--- config.mk ---
export PLATFORM = sky130hd
export DESIGN_NAME = multiply_divide_unit
export DESIGN_NICKNAME = d
export VERILOG_FILES = /design/src/rtl/multiply_divide_unit.sv
export SDC_FILE = /design/constraint.sdc
export NUM_CORES = 1
export LEC_CHECK = 0
export ABC_AREA = 1
export ABC_CLOCK_PERIOD_IN_PS = 4900
export BUFFER_PORTS_ARGS = -buffer_cell sky130_fd_sc_hd__buf_2
export CORE_ASPECT_RATIO = 2
export CORE_MARGIN = 2
export CORE_UTILIZATION = 45
export CTS_CLUSTER_SIZE = 16
export DETAILED_ROUTE_END_ITERATION = 10
export PLACE_DENSITY = 0.74
export SLEW_MARGIN = 40
export SYNTH_ARGS = -nofsm -noshare
export SYNTH_HDL_FRONTEND = slang
export SYNTH_SLANG_ARGS = --single-unit
--- constraint.sdc ---
create_clock -name clock -period 4.9 [get_ports clock]
set_input_delay 0.245 -clock clock [delete_from_list [all_inputs] [get_ports clock]]
set_output_delay 0.245 -clock clock [all_outputs]
set_load 0.05 [all_outputs]
--- src/rtl/multiply_divide_unit.sv ---
// Iterative MIPS-style HI/LO multiply/divide unit: one radix-2 step per cycle, 32 steps per op,
// plus a sign-correction cycle; MTHI/MTLO write the architectural registers directly.
module multiply_divide_unit (
  input  logic        clock,
  input  logic        reset,
  input  logic        start,
  input  logic [2:0]  operator,
  input  logic [31:0] operand1,
  input  logic [31:0] operand2,
  input  logic        flush,
  output logic        busy,
  output logic [31:0] hi,
  output logic [31:0] lo
);

  typedef logic [31:0] int_t;

  typedef enum logic [2:0] {
    MDU_MULT  = 3'd0,
    MDU_MULTU = 3'd1,
    MDU_DIV   = 3'd2,
    MDU_DIVU  = 3'd3,
    MDU_MTHI  = 3'd4,
    MDU_MTLO  = 3'd5
  } mdu_op_e;

  typedef enum logic [1:0] {StIdle, StRun, StFinish} state_e;

  state_e      state_q, state_d;
  logic [4:0]  cnt_q, cnt_d;
  logic [63:0] acc_q, acc_d;
  int_t        b_q, b_d;
  logic        is_div_q, is_div_d;
  logic        sign1_q, sign1_d;
  logic        sign2_q, sign2_d;
  int_t        hi_q, hi_d;
  int_t        lo_q, lo_d;

  mdu_op_e     op;
  logic        accept;
  logic        signed_op;
  logic        s1, s2;
  int_t        mag1, mag2;
  logic [32:0] mul_sum;
  logic [63:0] mul_next;
  logic [32:0] rem_sh;
  logic [32:0] diff;
  logic        ge;
  logic [63:0] div_next;
  logic [63:0] prod_neg;

  assign op     = mdu_op_e'(operator);
  assign busy   = (state_q != StIdle);
  assign accept = start & ~busy & ~flush;
  assign hi     = hi_q;
  assign lo     = lo_q;

  // Operands are reduced to magnitudes up front; signs are re-applied in the finish cycle.
  assign signed_op = (op == MDU_MULT) || (op == MDU_DIV);
  assign s1        = signed_op & operand1[31];
  assign s2        = signed_op & operand2[31];
  assign mag1      = s1 ? -operand1 : operand1;
  assign mag2      = s2 ? -operand2 : operand2;

  // Shift-add multiply: low half of acc holds the remaining multiplier bits.
  assign mul_sum  = {1'b0, acc_q[63:32]} + {1'b0, (acc_q[0] ? b_q : 32'd0)};
  assign mul_next = {mul_sum, acc_q[31:1]};

  // Restoring divide: high half is the partial remainder, low half shifts dividend into quotient.
  assign rem_sh   = acc_q[63:31];
  assign diff     = rem_sh - {1'b0, b_q};
  assign ge       = ~diff[32];
  assign div_next = {(ge ? diff[31:0] : rem_sh[31:0]), acc_q[30:0], ge};

  assign prod_neg = -acc_q;

  always_comb begin
    state_d  = state_q;
    cnt_d    = cnt_q;
    acc_d    = acc_q;
    b_d      = b_q;
    is_div_d = is_div_q;
    sign1_d  = sign1_q;
    sign2_d  = sign2_q;
    hi_d     = hi_q;
    lo_d     = lo_q;

    unique case (state_q)
      StIdle: begin
        if (accept) begin
          case (op)
            MDU_MTHI: hi_d = operand1;
            MDU_MTLO: lo_d = operand1;
            MDU_MULT, MDU_MULTU, MDU_DIV, MDU_DIVU: begin
              acc_d    = {32'd0, mag1};
              b_d      = mag2;
              is_div_d = (op == MDU_DIV) || (op == MDU_DIVU);
              sign1_d  = s1;
              sign2_d  = s2;
              cnt_d    = 5'd0;
              state_d  = StRun;
            end
            default: ;
          endcase
        end
      end
      StRun: begin
        acc_d = is_div_q ? div_next : mul_next;
        cnt_d = cnt_q + 5'd1;
        if (cnt_q == 5'd31) state_d = StFinish;
      end
      StFinish: begin
        if (is_div_q) begin
          lo_d = (sign1_q ^ sign2_q) ? -acc_q[31:0] : acc_q[31:0];
          hi_d = sign1_q ? -acc_q[63:32] : acc_q[63:32];
        end else begin
          {hi_d, lo_d} = (sign1_q ^ sign2_q) ? prod_neg : acc_q;
        end
        state_d = StIdle;
      end
      default: state_d = StIdle;
    endcase

    // Flush beats everything, including the result write in the finish cycle.
    if (flush) begin
      state_d = StIdle;
      hi_d    = hi_q;
      lo_d    = lo_q;
    end
  end

  always_ff @(posedge clock or posedge reset) begin
    if (reset) begin
      state_q  <= StIdle;
      cnt_q    <= 5'd0;
      acc_q    <= 64'd0;
      b_q      <= 32'd0;
      is_div_q <= 1'b0;
      sign1_q  <= 1'b0;
      sign2_q  <= 1'b0;
      hi_q     <= 32'd0;
      lo_q     <= 32'd0;
    end else begin
      state_q  <= state_d;
      cnt_q    <= cnt_d;
      acc_q    <= acc_d;
      b_q      <= b_d;
      is_div_q <= is_div_d;
      sign1_q  <= sign1_d;
      sign2_q  <= sign2_d;
      hi_q     <= hi_d;
      lo_q     <= lo_d;
    end
  end

endmodule

# Word level (Yosys, flattened, before mapping)
# Cells that the tools add are included.
# W data, S select, Z words.
[totals]
inputBits = 71
output_inout_bits = 65
ff_bits = 170
[op_classes]
reduce_logical = 13
muxes = 27
addsub = 8
n_eq_ne = 15
n_bitwise = 8
[ops]
columns = ["operator", "count"]
rows = [
  ["$mux W32", 12],
  ["$mux W64", 4],
  ["$neg A32 Y32", 4],
  ["$pmux W32 S2", 2],
  ["$pmux W64 S2", 1],
  ["$neg A64 Y64", 1],
  ["$add A32 B32 Y33", 1],
  ["$sub A33 B32 Y33", 1],
  ["$mux W5", 2],
  ["$pmux W5 S2", 1],
  ["$reduce_and A3 Y1", 3],
  ["$mux W2", 4],
  ["$reduce_and A4 Y1", 2],
  ["$eq A3 B2 Y1 const B", 2],
  ["$eq A3 B3 Y1 const B", 2],
  ["$ne A2 B1 Y1 const B", 3],
  ["$ne A3 B3 Y1 const B", 2],
  ["$reduce_bool A2 Y1", 3],
  ["$add A5 B1 Y5 const B", 1],
  ["$eq A5 B5 Y1 const B", 1],
  ["$and A1 B1 Y1", 4],
  ["$pmux W2 S2", 1],
  ["$reduce_or A4 Y1", 1],
  ["$eq A3 B1 Y1 const B", 1],
  ["other kinds (9)", 12],
]

# Depth between registers and ports, before layout
[logic_depth]
word_depth = 7
depth_mapped = 20
depth_no_buf = 19

# Worst setup path after synthesis
# OpenSTA, ideal clock, no wires.
[synth_path]
kind = "reg2reg"
startpoint = "register acc_q[0]"
endpoint = "register acc_q[63]"
setup_slack_ps = 2374
setup_time_ps = 66
required_ps = 4834
path_buffers = 2
path_stages_with_launch = 21
arrival_ps = 2461
path_cell_list = "dfrtp_1 > buf_2 > clkbuf_1 > nand2_1 > inv_1 > ha_1 > inv_1 > fa_1 > o21ai_1 > nand2_1 > nand2_1 > nand2_1 > nand2_1 > nand2_1 > nand3_1 > nand2_1 > nand2_1 > nand2_1 > inv_1 > nand2_1 > nand2_1"
[synth_between]
elab_chain_len = 4
[synth_rtl]
columns = ["element", "line_no", "rtl"]
rows = [
  ["start: declaration", "31", "logic [63:0] acc_q, acc_d;"],
  ["start signal: assignment", "136", "acc_q <= 64'd0;"],
  ["start signal: assignment", "146", "acc_q <= acc_d;"],
  ["$mux W32", "66", "assign mul_sum = {1'b0, acc_q[63:32]} + {1'b0, (acc_q[0] ? b_q : 32'd0)};"],
  ["$add A32 B32 Y33", "66", ""],
  ["$mux W64", "108", "acc_d = is_div_q ? div_next : mul_next;"],
  ["$pmux W64 S2", "88", "unique case (state_q)"],
]
# No other way between the ends.
# A chain may end at the register's enable or synchronous reset.

# Final worst setup path
[layout_path]
startpoint = "register acc_q[31]"
endpoint = "register acc_q[41]"
[layout_between]
elab_chain_len = 4
[layout_rtl]
columns = ["element", "line_no", "rtl"]
rows = [
  ["$sub A33 B32 Y33", "71", "assign diff = rem_sh - {1'b0, b_q};"],
  ["$mux W32", "73", "assign div_next = {(ge ? diff[31:0] : rem_sh[31:0]), acc_q[30:0], ge};"],
  ["$mux W64", "108", ""],
  ["$pmux W64 S2", "88", ""],
]
# No other way between the ends.

==> out/qor.yml <==
finish:
  area_growth_pct: 9.68
  fillCellCount: 4151
  final_layout_size_suffix_gt1_share_pct: 8.54
  multi_input_area_mm2: 0.0112
  layoutNonFillerInstCount: 3624
  layout.nets: 3234
  final-seq-area_mm2: 0.00426
  antenna_cells: 0
yosys:
  synthTopCellsByArea: "dfrtp_1 (24%), nand2_1 (19%), nor2_1 (9.3%)"
  synth-seq-cells: 170
  synth_top_area_share_pct: 24.4
  synth.avg_cell_area_um2: 5.78
  synth-warning-count: 0
  netlist_area_mm2: 0.0174
  synthArstFlopShare_pct: 100
  ys_types: 56
  yosysTopAreaCell: "dfrtp_1"
  netlist_instances: 3013
  syn_nets: 3156
  synth_edf_count: 0
  synth_ff_type: "dfrtp_1"
  ys_seq_area_share_pct: 24.4
placed_design:
  io_buffers: 135
  dp_hpwl_um: 52800
  placed_cells: 3589
  place_congestion: 0.995
setup_path:
  worst_setup_path_start_kind: "flop"
  cp_data_arrival_time_ps: 3560
  critPathMaxFanout: 33
  path_class: "reg -> reg"
  ff2ff_path_depth: 17
  crit_path_end_kind: "flop"
  crit_required_ps: 5240
die:
  start_util_pct: 45.4
  die_x_um: 143
  die_h_um: 282
  ios: 136
  die_area_mm2: 0.0404
  core_mm2: 0.0384
  rows: 102
pwr:
  power_mw: 15.7
  ir_drop_v: 0.000586
  clkPwrFrac_pct: 9.3
  switchingPower_mw: 9.54
  swShare_pct: 60.8
  pwr-share-comb_pct: 70.3
  p_leak_nw: 9.88
  power_density_mw_per_mm2: 821
  power.internal_mw: 6.14
  power.share.sequential_pct: 20.3
min_path:
  hold_path_class: "in -> reg"
  hold_path_depth: 3
clock_network:
  tritoncts: "built"
  post_cts_resized: 0
  clock_path_buffers: 2
  cts_hold_buf: 3
  cts_sinks: 170
  htree_levels: 4
  insertion_delay_ps: 480
  path_clk_slew_ps: 80
  cts_buffers: 17
  postCtsSetupRepairBufs: 0
  clockRootBuffer: "clkbuf_16"
sta:
  timing.final.hold_violations: 0
  clock.fmax_ghz: 0.311
  fin_setup_tns_ps: 0
  finalMaxSlewViolations: 0
  tightestPinTransition_ps: 809
  slew_headroom_pct: 46.1
  fin_crit_sh_pct: 65.6
  setup_viol: 0
  fin_crit_ps: 3220
  fin_skew_ps: 14.3
  grt_setup_unrepaired: "no"
detailed_routing:
  routed_via_density: 5.52
  post_drt_wl_per_cell_um: 18.7
  ant_nets: 0
  dr_wl_met2_um: 31500
  totalWireLength_um: 67800
  drc: 0
  top_layer: "met4"
  drtIter0Drc: 1715
  wl_met3_um: 3980
  vias: 20000
  dr.pass1.iters: 6
  met1_length_um: 28500
global_route:
  grt_pass1_vias: 18400
  grt_max_degree: 100
  overflow: 0
  antenna_found_initial: 0
  grt_pass1_wl_um: 104000
  grt_use_total_pct: 33.9
run:
  cap_violations: 0
run_status:
  status: "finished, final reports clean"
==> sequential cells by signal (all words and copies together), names as in the netlist <==
signal,flops
acc_q,64
cnt_q,5
b_q,32
is_div_q,1
hi,32
lo,32
sign2_q,1
sign1_q,1
state_q,2
==> power by group through the flow <==
stage	sequential [mW]	combinational [mW]	clock, mW
2_1_floorplan	3.59	7.39	0
6_report	3.19	11.0	1.46
4_1_cts	3.16	10.9	1.47
3_3_place_gp	3.18	10.8	0
5_1_grt	3.25	12.3	1.52
3_5_place_dp	3.19	10.9	0
==> layout by cell type (no fill, tap or decap), types with 22 or more instances in the layout <==
master   instances
nand2_1        875
nor2_1         430
inv_1          408
nand3_1        289
a21oi_1        179
o21ai_0        177
dfrtp_1        169
buf_2          135
ha_1            70
a31oi_1         50
xor2_1          25
nand4_1         24
nor3_1          24
o21ai_1         22
nand2_2         22
==> metal layers <==
metal,global-route usage [%],vias to the layer above
li1,-,9826
met1,44.4,9200
met2,54.7,813
met3,3.54,166
met4,18.0,0
met5,0,-
==> cells in the mapped netlist (22+ instances only) <==
cell type and n:
nand4_1 24, a21oi_1 179, nand3_1 289, nand2_2 22, nor3_1 24, dfrtp_1 170
inv_1 410, nand2_1 875, ha_1 70, buf_2 23, o21ai_1 22, xor2_1 25
nor2_1 434, o21ai_0 177, clkbuf_1 50, a31oi_1 50
==> worst paths after layout <==
| kind | from | end | slack (ps) |
|---|---|---|---|
| setup / recovery | acc_q[31]$_DFFE_PP0P_ | acc_q[41]$_DFFE_PP0P_ | 1680 |
| hold / removal | operand2[30] | b_q[30]$_DFFE_PP0P_ | 60 |
| setup reg to reg | acc_q[31]$_DFFE_PP0P_ | acc_q[41]$_DFFE_PP0P_ | 1680 |
| hold reg to reg | lo[3]$_DFFE_PP0P_ | lo[3]$_DFFE_PP0P_ | 480 |
| max in group asynchronous | reset | b_q[16]$_DFFE_PP0P_ | 3420 |
| min in group asynchronous | reset | hi[13]$_DFFE_PP0P_ | 430 |
==> critical path: stages (launching register included) <==
cell and delay, ps:
dfrtp_1 510, inv_1 190, ha_1 270, fa_1 470, inv_1 130, nand2_1 60, nand2_1 90, nand3_1 90
nand2_2 120, nand2_2 60, nand2_2 90, nand2_2 70, nand3_1 130, nand2_4 290, nor2_1 290, nand2_1 80
nand3_1 60, o21ai_0 70
==> cell type report <==
type                            instances  share of cell area, %
Multi-Input combinational cell       2324                   58.4
Sequential cell                       170                   22.3
Inverter                              422                   8.33
Timing Repair Buffer                  156                   4.46
Tap cell                              520                   3.40
Clock buffer                           18                   2.30
Clock inverter                         14                  0.805
==> per-stage QoR <==
step                instance area [µm²]  hold WS [ps]  setup slack [ps]  util (%)
floorplan                         17400           345              51.6         -
CTS                               19100          57.3              1720      49.8
global placement                  18500           424              1710      48.1
global route                      19100          77.6              1460      49.8
finish                            19100          64.0              1680      49.8
detailed placement                18500           424              1730      48.1
==> logic make-up (layout without fill, tap and decap cells) <==
kind of cell	after synthesis	count (layout)	synth area share (%)
xor gates and xnor gates	42	42	2.11
adders and majority gates	72	72	5.26
buffers and inverters	519	610	11.6
AOI/OAI and AO/OA	471	471	14.6
and+or+nand+nor	1739	1739	42.1
DFF	170	170	24.4
No activity file was read; power rests on OpenSTA's default activity.
